--- src/rtl/fp_norm_pkg.sv ---
// rtl/fp_norm_pkg.sv - shared widths, constants and result record for the post-add normalizer
package fp_norm_pkg;

    localparam int EXP_W  = 8;
    localparam int FRAC_W = 23;
    localparam int SIG_W  = FRAC_W + 2;

    localparam logic [EXP_W-1:0] EXP_INF = 8'hFF;

    typedef struct packed {
        logic [EXP_W-1:0]  exp;
        logic [FRAC_W-1:0] frac;
        logic              zero;
        logic              ovf;
        logic              unf;
    } norm_t;

endpackage

--- src/rtl/fp_norm_lzc24.sv ---
// rtl/fp_norm_lzc24.sv - combinational 24-bit leading-zero counter (module lzc24)
module lzc24 (
    input  logic [23:0] data,
    output logic [4:0]  count,
    output logic        zero
);

    // Ascending scan: the highest set bit is the last one to write count.
    always_comb begin
        count = 5'd24;
        for (int i = 0; i < 24; i++) begin
            if (data[i]) begin
                count = 5'(23 - i);
            end
        end
        zero = (data == 24'd0);
    end

endmodule

--- src/rtl/fp_norm.sv ---
// rtl/fp_norm.sv - registered post-addition normalizer; FP_NORM_ROUND_EN enables round-to-nearest-even on carry
module fp_norm
    import fp_norm_pkg::*;
(
    input  logic              clk,
    input  logic              rst_n,
    input  logic              in_valid,
    input  logic [EXP_W-1:0]  exp_max,
    input  logic [SIG_W-1:0]  fraction_25,
    output logic              out_valid,
    output logic [EXP_W-1:0]  exp_out,
    output logic [FRAC_W-1:0] fraction_out,
    output logic              zero_out,
    output logic              ovf_out,
    output logic              unf_out
);

    logic [4:0]       lz;
    logic             all_zero;
    logic             round_up;
    logic [FRAC_W:0]  frac_rnd;
    logic [EXP_W:0]   exp_carry;
    logic [FRAC_W:0]  frac_shift;
    logic [EXP_W-1:0] shift_ext;
    norm_t            nxt;
    norm_t            res_q;

    lzc24 u_lzc (
        .data  (fraction_25[FRAC_W:0]),
        .count (lz),
        .zero  (all_zero)
    );

    always_comb begin
`ifdef FP_NORM_ROUND_EN
        // The single shifted-out bit can only be zero or exactly half an ulp.
        round_up = fraction_25[0] & fraction_25[1];
`else
        round_up = 1'b0;
`endif
        frac_rnd   = {1'b0, fraction_25[FRAC_W:1]} + {{FRAC_W{1'b0}}, round_up};
        exp_carry  = {1'b0, exp_max} + (EXP_W+1)'(1) + {{EXP_W{1'b0}}, frac_rnd[FRAC_W]};
        frac_shift = fraction_25[FRAC_W:0] << lz;
        shift_ext  = EXP_W'(lz);

        nxt = '0;
        if (fraction_25[SIG_W-1]) begin
            if (exp_carry >= {1'b0, EXP_INF}) begin
                nxt.exp = EXP_INF;
                nxt.ovf = 1'b1;
            end else begin
                nxt.exp  = exp_carry[EXP_W-1:0];
                // A rounding carry-out leaves frac_rnd[FRAC_W-1:0] all zero.
                nxt.frac = frac_rnd[FRAC_W-1:0];
            end
        end else if (all_zero) begin
            nxt.zero = 1'b1;
        end else if (shift_ext >= exp_max) begin
            nxt.zero = 1'b1;
            nxt.unf  = 1'b1;
        end else begin
            nxt.exp  = exp_max - shift_ext;
            nxt.frac = frac_shift[FRAC_W-1:0];
        end
    end

    always_ff @(posedge clk) begin
        if (!rst_n) begin
            out_valid <= 1'b0;
            res_q     <= '0;
        end else begin
            out_valid <= in_valid;
            if (in_valid) begin
                res_q <= nxt;
            end
        end
    end

    assign exp_out      = res_q.exp;
    assign fraction_out = res_q.frac;
    assign zero_out     = res_q.zero;
    assign ovf_out      = res_q.ovf;
    assign unf_out      = res_q.unf;

endmodule

--- config.mk ---
export PLATFORM = sky130hd
export DESIGN_NAME = fp_norm
export DESIGN_NICKNAME = d
export VERILOG_FILES = /design/src/rtl/fp_norm_pkg.sv /design/src/rtl/fp_norm_lzc24.sv /design/src/rtl/fp_norm.sv
export SDC_FILE = /design/constraint.sdc
export NUM_CORES = 1
export LEC_CHECK = 0
export ABC_CLOCK_PERIOD_IN_PS = 5000
export CELL_PAD_IN_SITES_DETAIL_PLACEMENT = 1
export CELL_PAD_IN_SITES_GLOBAL_PLACEMENT = 1
export CORE_UTILIZATION = 38
export CTS_CLUSTER_DIAMETER = 100
export DETAILED_ROUTE_END_ITERATION = 8
export PLACE_DENSITY = 0.87
export SYNTH_ARGS = -nofsm -noshare
export SYNTH_HDL_FRONTEND = slang
export SYNTH_SLANG_ARGS = --single-unit
export TNS_END_PERCENT = 1
--- constraint.sdc ---
create_clock -name clk -period 5 [get_ports clk]
set_clock_uncertainty 0.2 [all_clocks]
set_input_delay 0.5 -clock clk [delete_from_list [all_inputs] [get_ports clk]]
set_output_delay 0.5 -clock clk [all_outputs]
set_load 0.01 [all_outputs]
==> run metrics, run 1 <==
asr flop ratio synth=0; Post-Syn Area=3501 um^2; core box area=8806 um^2; drt drc=2; diodes inserted=0; FF-to-FF setup slack=3.79 ns; Crit Reg-Reg Endpoint=fraction_out[11]; GPL Wtd Cong=0.9851; CTS tree=built; PortBufs=70; Core Util, Final=0.5078; Final WS setup=0.5355 ns; Reg-to-Reg Start=fraction_out[11]; setup_tns=0 ns; post-CTS setup buffers=0; post_cts resized=0; Critical Path Start=fraction_25[2]; Setup-failing EPs final=0; post-route ant nets=0; RSZ-0062 raised after global routing=false; Hold Buf Count CTS=0; CP Class=input port to flip-flop; clock period minus worst slack=4.464 ns; Post-Route WL=14.68 mm; Hold WS=0.2792 ns; CP arrival=4.45 ns; crit path launch type=input port; via count=4242; Cells after Synth=479; GRT Total Usage=0.3102; largest net degree at the start of global routing=61; I/O pins=71; CTS Buffer Depth=2; worst skew pair latency=0.29 ns; most frequent cell after synthesis=o21ai_0; Chip Width=97.99 um; Hold EP=zero_out; standard-cell row count=34; Rel. slew slack=0.3102; WL/cell=22.45 um; layout cell share with drive strength beyond 1=0.1172; required time worst endpoint=4.98 ns; Peak VDD IR=0.1333 mV; Final nets=589; Place WS=0.2512 ns; actual transition at the worst max-transition pin=1.031 ns; FMAX=0.2240 GHz; total CTS buffers=5; final worst path period share=0.8929; DR vias/cell=6.486; Final Hold Vio Count=0; Worst-path clk slew=0.08 ns; Yosys top cell area share=0.2001; Mean Syn Cell Area=7.309 um^2; Final Max Tran Viols=0; Starting Density=0.3976; worst hold path depth=2; register area share after synthesis=0.2001; synth cell count leaders=o21ai_0, nand2_1, nor2_1; Critical Path Max Stage Delay=0.59 ns; number of synthesized flops with an enable pin=0; largest cells by area after synthesis=dfxtp_1, o21ai_0, mux2i_1; GRT Residual Overflow=0; Clock Tree Root=clkbuf_8; Hold Startpoint=zero_out; CP Max Fanout=20; Critical Path, Cell by Cell=clkdlybuf4s50_1 -> nor2_1 -> a2111oi_2 -> o211ai_2 -> a21o_4 -> inv_4 -> ha_1 -> fa_1 -> nand2b_1 -> a21oi_1 -> o21ai_1 -> or2_2 -> nor2_1 -> a221oi_2 -> a2111oi_2; failing checks=DRC; #FFs+latches synth=35; vias in the first global route=4264; r2r worst-path depth=3; P per Cell Area=221.5 nW/um^2; crit end category=flip-flop; Leakage=1.621 nW; DIE AREA=9601 um^2; Slowest-stage cell, CP=clkdlybuf4s50_1; Hold Crit Class=flip-flop to flip-flop; library cells used by synthesis=69; antenna violations before repair=0; Initial DRC Count=447; status=finished, violations left; Final Power=0.9906 mW; HPWL Detailed=11.26 mm; Synth Warn #=0; Die H=97.99 um; area grow syn2layout=27.73%; Main synth FF type=dfxtp_1; Post-Syn Nets=523; H-tree depth=2; router iterations before antenna repair=7; Synth area leader=dfxtp_1; MaxCap Viol Count=0; first-pass GRT wire length=23.58 mm; Sink Count=35
-- stage by stage --
step                      cell area, um^2  instances
after global routing                 4472        654
after floorplan                      3501        479
final                                4472        654
after global placement               4335        646
after detailed placement             4335        646
after CTS                            4472        654
-- sequential cells by signal, indices dropped and copies added (netlist names) --
name / flops
out_valid: 1
ovf_out: 1
unf_out: 1
fraction_out: 23
zero_out: 1
exp_out: 8
-- final cells by class --
class | count | area, um^2
clock buffers | 5 | 68.82
fillers | 1109 | 4334
repair buffers | 96 | 890.9
inverters | 16 | 62.56
flip-flops and latches | 35 | 700.7
well taps | 108 | 135.1
clock inverters | 3 | 67.56
multi-input cells | 391 | 2546
-- power breakdown --
group	switching (mW)	total, mW	internal, mW
Sequential	0.0111	0.310	0.299
Combinational	0.216	0.368	0.153
Clock	0.113	0.312	0.199
-- routing by layer --
layer  routed length (um)  vias up  GRT usage
li1                     -     1953          -
met1                 6505     2090     0.4293
met2                 6793      176     0.5016
met3                 1025       23    0.03937
met4                  357        0    0.09324
met5                    0        -          0
-- cell usage in the layout, fill, tap and decap left out, types with 3 or more instances in the layout --
cell type | Yosys | layout
clkdlybuf4s50_1 | 0 | 69
o21ai_0 | 49 | 49
nand2_1 | 45 | 45
nor2_1 | 45 | 45
dfxtp_1 | 35 | 35
a21oi_1 | 33 | 33
buf_4 | 5 | 26
nand3_1 | 19 | 19
nor3_1 | 17 | 17
mux2i_1 | 17 | 17
a221oi_1 | 13 | 13
inv_1 | 12 | 12
a31oi_1 | 11 | 11
a211oi_1 | 10 | 10
a22oi_1 | 10 | 10
nor4_1 | 8 | 8
nand2b_1 | 7 | 7
nor2b_1 | 7 | 7
o22ai_1 | 7 | 7
ha_1 | 7 | 7
and2_1 | 6 | 6
a2111oi_2 | 5 | 5
clkbuf_8 | 0 | 5
or3_1 | 4 | 4
a211oi_2 | 4 | 4
nand4_1 | 4 | 4
o221ai_1 | 4 | 4
o211ai_1 | 3 | 3
a41oi_1 | 3 | 3
a221oi_2 | 3 | 3
mux2i_4 | 3 | 3
mux2_2 | 3 | 3
a311oi_1 | 3 | 3
o31ai_1 | 3 | 3
-- worst max path at each step --
stage,endpoint,slack (ns),cells after the start
after floorplan,exp_out[6],1.15,17
after global placement,fraction_out[15],0.37,15
after detailed placement,fraction_out[19],0.25,15
after CTS,fraction_out[19],0.55,15
after global routing,fraction_out[19],0.29,15
final,fraction_out[19],0.54,15
-- critical path, delay by kind of cell --
| kind | cells | cell delay [ns] |
|---|---|---|
| AO/OA/AOI/OAI | 7 | 1.57 |
| buffers and inverters | 2 | 0.71 |
| adder cells (fa/ha/maj) | 2 | 0.62 |
| AND/OR/NAND/NOR | 4 | 1.03 |
-- cell families after synthesis --
logic type      synth area share
fa+ha+maj                0.03074
flops                     0.2001
buf+inv                  0.07255
simple gates              0.2370
mux                      0.08148
compound gates            0.3681
xor+xnor                 0.01001
No activity file was read; power rests on OpenSTA's default activity.
==> run 2, diff against run 1 <==
SKIP_CTS_REPAIR_TIMING = 1   (was not set)
SLEW_MARGIN = 20   (was not set)
==> results of run 2 <==
Final layout, timing and power as in run 1 (identical DEF).
==> run 3, diff against run 2 <==
PLACE_DENSITY = not set   (was 0.87)
PLACE_DENSITY_LB_ADDON = 0.1   (was not set)
==> run 3 against run 2 <==
Effect of this change:
- the flow still finishes with violations (DRC)
- combinational power about the same
- count of clock-buffer cells in the layout unchanged
- global-route usage increased by 0.73 points
- clock power shrank 26%
- worst hold slack better by 0.0036 ns
- routed wire length grew 1.3%
- final area is 1.8% lower
- final cell count fell by 0.76%
- largest power group unchanged
==> run metrics, run 3 (synthesized netlist as in run 1, its figures left out) <==
actual transition at the worst max-transition pin=0.7235 ns (was 1.031 ns); combinational power share=0.404 (was 0.372); Final Hold Vio Count=0 (unchanged); RSZ-0062 raised after global routing=false (unchanged); router iterations before antenna repair=7 (unchanged); GRT Total Usage=0.3175 (was 0.3102); most common cell after layout, fill and taps aside=clkdlybuf4s50_1 (unchanged); final worst path period share=0.8878 (was 0.8929); I/O pins=71 (unchanged); CP Max Fanout=7 (was 20); internal power=0.5496 mW (was 0.6510 mW); drt drc=5 (was 2); MaxCap Viol Count=0 (unchanged); H-tree depth=2 (unchanged); Hold Crit Class=flip-flop to flip-flop (unchanged); crit path launch type=input port (unchanged); Chip Width=97.99 um (unchanged); vias in the first global route=4331 (was 4264); core box area=8806 um^2 (unchanged); GPL Wtd Cong=0.9355 (was 0.9851); area grow syn2layout=25.41% (was 27.73%); DIE AREA=9601 um^2 (unchanged); failing checks=DRC (unchanged); required time worst endpoint=5.03 ns (was 4.98 ns); P per Cell Area=207.1 nW/um^2 (was 221.5 nW/um^2); Die H=97.99 um (unchanged); WL/cell=22.92 um (was 22.45 um); CP Class=input port to flip-flop (unchanged); antenna violations before repair=0 (unchanged); first-pass GRT wire length=23.85 mm (was 23.58 mm); Initial DRC Count=274 (was 447); Hold WS=0.2828 ns (was 0.2792 ns); PortBufs=70 (unchanged); crit end category=flip-flop (unchanged); worst skew pair latency=0.30 ns (was 0.29 ns); sequential share of power=0.342 (was 0.313); HPWL Detailed=11.12 mm (was 11.26 mm); setup_tns=0 ns (unchanged); Final nets=584 (was 589); status=finished, violations left (unchanged); max reg flops=23 (unchanged); layout cell share with drive strength beyond 1=0.1091 (was 0.1172); Post-Route WL=14.88 mm (was 14.68 mm); final instance area=4390 um^2 (was 4472 um^2); total CTS buffers=5 (unchanged); largest net degree at the start of global routing=61 (unchanged); commonest cells after routing, fill and taps aside=clkdlybuf4s50_1, o21ai_0, nand2_1, nor2_1, dfxtp_1 (unchanged); Sink Count=35 (unchanged); FMAX=0.2253 GHz (was 0.2240 GHz); Switching Fraction=0.3955 (was 0.3429); Clock Tree Root=clkbuf_8 (unchanged); clock period minus worst slack=4.439 ns (was 4.464 ns); Leakage=1.574 nW (was 1.621 nW); CTS Buffer Depth=2 (unchanged); fin cells=649 (was 654); Final Max Tran Viols=0 (unchanged); clock power share=0.255 (was 0.315); Post-Place Cell Area=4298 um^2 (was 4335 um^2); post-route ant nets=0 (unchanged); CP arrival=4.46 ns (was 4.45 ns); via count=4241 (was 4242); diodes inserted=0 (unchanged); Worst-path clk slew=0.09 ns (was 0.08 ns); placed cells=641 (was 646); Rel. slew slack=0.5132 (was 0.3102); standard-cell row count=34 (unchanged); Core Util, Final=0.4986 (was 0.5078); Peak VDD IR=0.1074 mV (was 0.1333 mV); CTS tree=built (unchanged); Starting Density=0.3976 (unchanged); NetSw=0.3596 mW (was 0.3397 mW); GRT Residual Overflow=0 (unchanged); Setup-failing EPs final=0 (unchanged); DR vias/cell=6.535 (was 6.486)
run 3: routing by layer:
metal / global-route usage / part of all wire
met5: 0 / 0
met4: 0.1212 / 0.029
met3: 0.05082 / 0.056
met2: 0.5065 / 0.46
met1: 0.4291 / 0.45
run 3: cell type report:
class                   count  area (um^2)
fillers                  1120         4415
multi-input cells         391         2546
repair buffers             91        853.3
flip-flops and latches     35        700.7
well taps                 108        135.1
clock buffers               5        68.82
inverters                  16        62.56
clock inverters             3        23.77
run 3: final timing paths:
| path | start | to | slack [ns] | cells past startpoint |
|---|---|---|---|---|
| max | fraction_25[7] | fraction_out[11] | 0.56 | 15 |
| min reg2reg | zero_out | zero_out | 0.28 | 2 |
| min | zero_out | zero_out | 0.28 | 2 |
| max reg2reg | fraction_out[11] | fraction_out[11] | 3.81 | 3 |
run 3: power groups by stage:
stage / Combinational [mW] / Sequential (mW) / Clock, mW
after floorplan: 0.197 / 0.324 / 0
final: 0.367 / 0.311 / 0.232
after detailed placement: 0.359 / 0.317 / 0
after CTS: 0.362 / 0.311 / 0.233
after global routing: 0.393 / 0.313 / 0.245
after global placement: 0.354 / 0.316 / 0
run 3: through the flow:
step	setup WS (ns)	total power [mW]
2_1_floorplan	1.148	0.5219
3_3_place_gp	0.4462	0.6701
3_5_place_dp	0.3163	0.6760
4_1_cts	0.5942	0.9058
5_1_grt	0.3787	0.9512
6_report	0.5609	0.9092
run 3: critical path, stage by stage:
cell             delay (ns)
clkdlybuf4s50_1        0.60
inv_1                  0.09
a2111o_1               0.39
o211ai_2               0.29
a21o_4                 0.19
inv_4                  0.06
ha_1                   0.21
fa_1                   0.38
nand2b_1               0.19
a21oi_1                0.24
o21ai_1                0.15
buf_4                  0.18
nor4_1                 0.55
a221oi_1               0.20
o22ai_1                0.22
